File: src/rtl/core_pkg.sv
// Shared core types: forwarding select encodings, hazard FSM states and default widths.
package core_pkg;

   localparam int DEF_REG_ADDR_W = 5;

   typedef enum logic [1:0] {
      FWD_RF  = 2'b00,
      FWD_WB  = 2'b01,
      FWD_MEM = 2'b10
   } fwd_sel_e;

   typedef enum logic [1:0] {
      HZ_RUN       = 2'b00,
      HZ_LU_STALL  = 2'b01,
      HZ_DMEM_WAIT = 2'b10
   } hz_state_e;

endpackage

File: src/rtl/fwd_select.sv
// Single-port forwarding comparator: picks the youngest in-flight producer of one source register.
module fwd_select
   import core_pkg::*;
#(
   parameter int REG_ADDR_W = DEF_REG_ADDR_W
) (
   input  logic [REG_ADDR_W-1:0] i_rs_addr,
   input  logic [REG_ADDR_W-1:0] i_rd_addr_mem,
   input  logic [REG_ADDR_W-1:0] i_rd_addr_wb,
   input  logic                  i_reg_we_mem,
   input  logic                  i_reg_we_wb,
   output fwd_sel_e              o_sel
);

   logic w_rs_nonzero;

   assign w_rs_nonzero = |i_rs_addr;

   // x0 is hard-wired to zero, so it never takes a forwarded value.
   always_comb begin
      o_sel = FWD_RF;
      if (i_reg_we_mem && w_rs_nonzero && (i_rd_addr_mem == i_rs_addr)) begin
         o_sel = FWD_MEM;
      end else if (i_reg_we_wb && w_rs_nonzero && (i_rd_addr_wb == i_rs_addr)) begin
         o_sel = FWD_WB;
      end
   end

endmodule

File: src/rtl/hazard_ctrl.sv
// Hazard and pipeline-control unit for the five-stage core: stalls, flushes, forwarding selects.
// Define HAZARD_PERF_EN to add the saturating stall/flush cycle counters and their ports.
module hazard_ctrl
   import core_pkg::*;
#(
   parameter int REG_ADDR_W = DEF_REG_ADDR_W,
   parameter int NUM_RS     = 2,
   parameter int LOAD_LAT   = 1
`ifdef HAZARD_PERF_EN
   ,
   parameter int CNT_W      = 32
`endif
) (
   input  logic                         i_clk,
   input  logic                         i_arst,
   input  logic [NUM_RS*REG_ADDR_W-1:0] i_rs_addr_dec,
   input  logic [NUM_RS*REG_ADDR_W-1:0] i_rs_addr_exec,
   input  logic [REG_ADDR_W-1:0]        i_rd_addr_exec,
   input  logic [REG_ADDR_W-1:0]        i_rd_addr_mem,
   input  logic [REG_ADDR_W-1:0]        i_rd_addr_wb,
   input  logic                         i_reg_we_mem,
   input  logic                         i_reg_we_wb,
   input  logic                         i_load_instr_exec,
   input  logic                         i_pc_src_exec,
   input  logic                         i_imem_ready,
   input  logic                         i_dmem_ready,
   output logic                         o_stall_fetch,
   output logic                         o_stall_dec,
   output logic                         o_stall_exec,
   output logic                         o_stall_mem,
   output logic                         o_flush_dec,
   output logic                         o_flush_exec,
`ifdef HAZARD_PERF_EN
   output logic [CNT_W-1:0]             o_stall_cycles,
   output logic [CNT_W-1:0]             o_flush_cycles,
`endif
   output logic [NUM_RS*2-1:0]          o_forward_rs
);

   hz_state_e  r_state;
   hz_state_e  r_saved_state;
   logic [2:0] r_lu_cnt;

   hz_state_e  w_eff_state;
   hz_state_e  w_next_state;
   hz_state_e  w_next_saved;
   logic [2:0] w_next_cnt;
   logic       w_load_use;
   fwd_sel_e   w_fwd [NUM_RS];

   for (genvar k = 0; k < NUM_RS; k++) begin : g_fwd
      fwd_select #(.REG_ADDR_W(REG_ADDR_W)) u_fwd (
         .i_rs_addr     (i_rs_addr_exec[k*REG_ADDR_W +: REG_ADDR_W]),
         .i_rd_addr_mem (i_rd_addr_mem),
         .i_rd_addr_wb  (i_rd_addr_wb),
         .i_reg_we_mem  (i_reg_we_mem),
         .i_reg_we_wb   (i_reg_we_wb),
         .o_sel         (w_fwd[k])
      );
      assign o_forward_rs[k*2 +: 2] = i_arst ? FWD_RF : w_fwd[k];
   end

   always_comb begin
      w_load_use = 1'b0;
      for (int k = 0; k < NUM_RS; k++) begin
         if (i_rs_addr_dec[k*REG_ADDR_W +: REG_ADDR_W] == i_rd_addr_exec) begin
            w_load_use = 1'b1;
         end
      end
      w_load_use = w_load_use && i_load_instr_exec && (|i_rd_addr_exec);
   end

   // A frozen pipe resumes as if the wait never happened, so while waiting
   // the saved state (and untouched counter) drives the decision.
   assign w_eff_state = (r_state == HZ_DMEM_WAIT) ? r_saved_state : r_state;

   always_comb begin
      w_next_state  = w_eff_state;
      w_next_saved  = r_saved_state;
      w_next_cnt    = r_lu_cnt;
      o_stall_fetch = 1'b0;
      o_stall_dec   = 1'b0;
      o_stall_exec  = 1'b0;
      o_stall_mem   = 1'b0;
      o_flush_dec   = 1'b0;
      o_flush_exec  = 1'b0;
      if (i_arst) begin
         o_flush_dec  = 1'b1;
         o_flush_exec = 1'b1;
      end else if (!i_dmem_ready) begin
         o_stall_fetch = 1'b1;
         o_stall_dec   = 1'b1;
         o_stall_exec  = 1'b1;
         o_stall_mem   = 1'b1;
         w_next_state  = HZ_DMEM_WAIT;
         w_next_saved  = w_eff_state;
      end else if (i_pc_src_exec) begin
         o_flush_dec  = 1'b1;
         o_flush_exec = 1'b1;
         w_next_state = HZ_RUN;
         w_next_cnt   = 3'd0;
      end else if (w_eff_state == HZ_LU_STALL) begin
         o_stall_fetch = 1'b1;
         o_stall_dec   = 1'b1;
         o_flush_exec  = 1'b1;
         w_next_cnt    = r_lu_cnt - 3'd1;
         w_next_state  = (r_lu_cnt == 3'd1) ? HZ_RUN : HZ_LU_STALL;
      end else if (w_load_use) begin
         o_stall_fetch = 1'b1;
         o_stall_dec   = 1'b1;
         o_flush_exec  = 1'b1;
         if (LOAD_LAT > 1) begin
            w_next_state = HZ_LU_STALL;
            w_next_cnt   = 3'(LOAD_LAT - 1);
         end
      end else if (!i_imem_ready) begin
         o_stall_fetch = 1'b1;
         o_flush_dec   = 1'b1;
      end
   end

   always_ff @(posedge i_clk) begin
      if (i_arst) begin
         r_state       <= HZ_RUN;
         r_saved_state <= HZ_RUN;
         r_lu_cnt      <= 3'd0;
      end else begin
         r_state       <= w_next_state;
         r_saved_state <= w_next_saved;
         r_lu_cnt      <= w_next_cnt;
      end
   end

`ifdef HAZARD_PERF_EN
   logic [CNT_W-1:0] r_stall_cycles;
   logic [CNT_W-1:0] r_flush_cycles;

   // Counters stick at all-ones rather than wrapping.
   always_ff @(posedge i_clk) begin
      if (i_arst) begin
         r_stall_cycles <= '0;
         r_flush_cycles <= '0;
      end else begin
         if (o_stall_dec && !(&r_stall_cycles)) begin
            r_stall_cycles <= r_stall_cycles + CNT_W'(1);
         end
         if (o_flush_exec && !(&r_flush_cycles)) begin
            r_flush_cycles <= r_flush_cycles + CNT_W'(1);
         end
      end
   end

   assign o_stall_cycles = r_stall_cycles;
   assign o_flush_cycles = r_flush_cycles;
`endif

endmodule

File: config.mk
export PLATFORM = sky130hd
export DESIGN_NAME = hazard_ctrl
export DESIGN_NICKNAME = d
export VERILOG_FILES = /design/src/rtl/core_pkg.sv /design/src/rtl/fwd_select.sv /design/src/rtl/hazard_ctrl.sv
export SDC_FILE = /design/constraint.sdc
export NUM_CORES = 1
export LEC_CHECK = 0
export CORE_MARGIN = 2
export CORE_UTILIZATION = 33
export CTS_CLUSTER_DIAMETER = 120
export DETAILED_ROUTE_END_ITERATION = 8
export PLACE_DENSITY = 0.76
export SLEW_MARGIN = 20
export SYNTH_ARGS = -nofsm -noshare
export SYNTH_HDL_FRONTEND = slang
export SYNTH_SLANG_ARGS = --single-unit
File: constraint.sdc
create_clock -name i_clk -period 1.05 [get_ports i_clk]
set_input_delay 0.105 -clock i_clk [delete_from_list [all_inputs] [get_ports i_clk]]
set_output_delay 0.105 -clock i_clk [all_outputs]
set_load 0.01 [all_outputs]
==> metrics.cfg <==
[status]
outcome=complete, but fails checks
violations=negative setup slack

[cells_and_area]
mostFrequentLayoutCell=buf_4
areaGrowthSynthToFinish_pct=129
antennaDiodeCount=0
drive_above_1_share=0.614
final_cell_mix=buf_4 (28), buf_6 (19), xnor2_1 (15)
fin_nets=243
design_area_mm2=0.00193

[floorplan]
die-area_mm2=0.00298
core_area_mm2=0.00245
die_width_um=54.6
rows=18
fp.dieH_um=54.6
start_util=0.344
io_pins=53

[timing]
worst_pin_slew_ns=0.290
clock_skew_ns=0.00215
hold_viol_final=0
slew_violations=0
fin_crit_ns=1.51
rsz0062_at_grt=true
setup_violations=11
slew_headroom=0.807
fin_crit_sh=1.44
fin_ws_ns=-0.461
fmax_mhz=662

[clock_network]
clk_latency_ns=0.27
holdBufCountCts=0
cts_root_buffer=clkbuf_4
cts_tree=built
numCtsBuffers=3
cts_buffer_depth=2
clock_sinks=7
cts.clk_slew.worst_paths_ns=0.06
htree_levels=1

[drt]
drc=0
drtPass1Iterations=4
drt-total-wl_um=3420
vias=1175
ant_nets=0
wire_per_inst_um=15.1
drtIter0Drc=8
vias_per_cell=5.18

[power]
p_per_area_mw_per_mm2=566
p_leak_uw=0.000790
ir_drop_mv=0.597

[flow_run]
maxCapViolations=0

[critical_path]
slowest_stage=or4_4
crit_path_end_kind=output port
cpLargestDelayFamily=simple AND/OR/NAND/NOR gates
cp_num_cells=7
r2r-start=r_state[0]$_SDFF_PP0_
setup.worst_path.end=o_forward_rs[2]
path_cells=buf_6 > or4_4 > nor2_4 > nor4_2 > buf_4 > nor4_4 > buf_2
arrival_ns=1.41
crit_required_ns=0.94
critPathKind=in2out
critPathBufInv=3
reg2reg_slack_ns=-0.19
crit_path_max_incr_delay_ns=0.54
startpoint=i_rs_addr_exec[9]
ff2ff_path_depth=6
cp_max_fo=2
reg2reg_to=r_lu_cnt[0]$_SDFFE_PP0P_
cp-start-kind=input pin

[global_routing]
met1_usage=0.212
gr-total-overflow=0
grt_pass1_wl_um=4860
track_usage=0.231
busiest_layer=met2
antenna_found_initial=0
grt_pass1_vias=1177
grt_max_degree=7
grt.met2_usage=0.476
grt_use_met3=0.0328

[synthesis]
synth_cells=106
synth_nets=151
ys_seq_elements=7
synth.distinct_cells=27
syn_area_um2=845
synth_flop_cell=dfxtp_1
ys_seq_area_frac=0.166
yosysWarnings=0
avgSynthCellArea_um2=7.97
synth_edf_count=0
async_flop_share=0

[placement]
io_buffers=52
place_ws_ns=-1.20
hpwl_um=2400
placed_area_mm2=0.00166
gp_congestion=0.791

[min_path]
min_path_type=in2reg

registers in the layout, indices dropped and copies added, names as in the netlist:
name and count:
r_lu_cnt 3, r_saved_state 2, r_state 2
report_power, final:
group          switching (uW)  internal [uW]
clock network             125            147
logic                     233            318
registers                6.68            264
routing by layer:
metal  wire length, um  vias to the layer above
met2              1880                       47
met5                 0                        -
met1              1290                      559
li1                  -                      559
met3               152                       10
met4               106                        0
what timing repair did:
item	CTS	global route
endpoints found under the setup margin	14	13
pin swaps	38	26
setup buffers	13	4
resized for setup	167	32
worst min-delay path: cells and delay by family:
family,cells,cell delay (ns)
buf+inv,2,0.32
compound gates,1,0.04
layout make-up:
type	count	area, um2
clock buffer	4	26.3
sequential	7	153
tap	30	37.5
multi-input combinational	92	955
timing repair buffer	90	746
inverter	4	15.0
fill	168	523
worst min path at each step:
stage | start | end | slack (ns) | depth (start not counted)
3_5_place_dp | r_lu_cnt[2]$_SDFFE_PP0P_ | r_lu_cnt[2]$_SDFFE_PP0P_ | 0.49 | 2
4_1_cts | i_arst | r_saved_state[0]$_SDFFE_PP0N_ | 0.23 | 3
6_report | i_arst | r_saved_state[0]$_SDFFE_PP0N_ | 0.25 | 3
2_1_floorplan | i_arst | r_state[0]$_SDFF_PP0_ | 0.18 | 1
5_1_grt | i_arst | r_saved_state[0]$_SDFFE_PP0N_ | 0.26 | 3
3_3_place_gp | r_lu_cnt[1]$_SDFFE_PP0P_ | r_lu_cnt[1]$_SDFFE_PP0P_ | 0.47 | 2
logic make-up after synthesis:
kind of cell,Yosys count,synth area share
adder cells (fa/ha/maj),2,0.0296
AO/OA/AOI/OAI,20,0.156
buffers and inverters,7,0.0356
AND/OR/NAND/NOR,40,0.302
flip-flops,7,0.166
XOR/XNOR,30,0.311
Yosys cell counts, drive strengths merged (2+ instances only):
| master | number | area share |
|---|---|---|
| nand2 | 3 | 0.013 |
| xor2 | 8 | 0.083 |
| nor4 | 4 | 0.059 |
| clkbuf | 2 | 0.0089 |
| nor2b | 5 | 0.037 |
| ha | 2 | 0.030 |
| o21ai | 4 | 0.024 |
| nor3 | 6 | 0.036 |
| dfxtp | 7 | 0.17 |
| xnor2 | 22 | 0.23 |
| a21oi | 8 | 0.047 |
| nand4 | 4 | 0.030 |
| inv | 4 | 0.018 |
| nor2 | 11 | 0.067 |
| or4 | 3 | 0.036 |
| a31oi | 2 | 0.015 |
| nand3 | 3 | 0.018 |
stage by stage:
step / hold slack (ns) / utilization / TNS, ns / total power [uW] / instances
global placement: 0.474 / 0.677 / -11.12 / 759 / 209
finish: 0.246 / 0.787 / -3.57 / 1090 / 227
CTS: 0.225 / 0.752 / -3.71 / 1050 / 225
floorplan: 0.184 / - / -0.654 / 461 / 106
detailed placement: 0.495 / 0.677 / -11.70 / 773 / 209
global route: 0.264 / 0.787 / -4.07 / 1130 / 227
(Power assumes the default switching activity.)
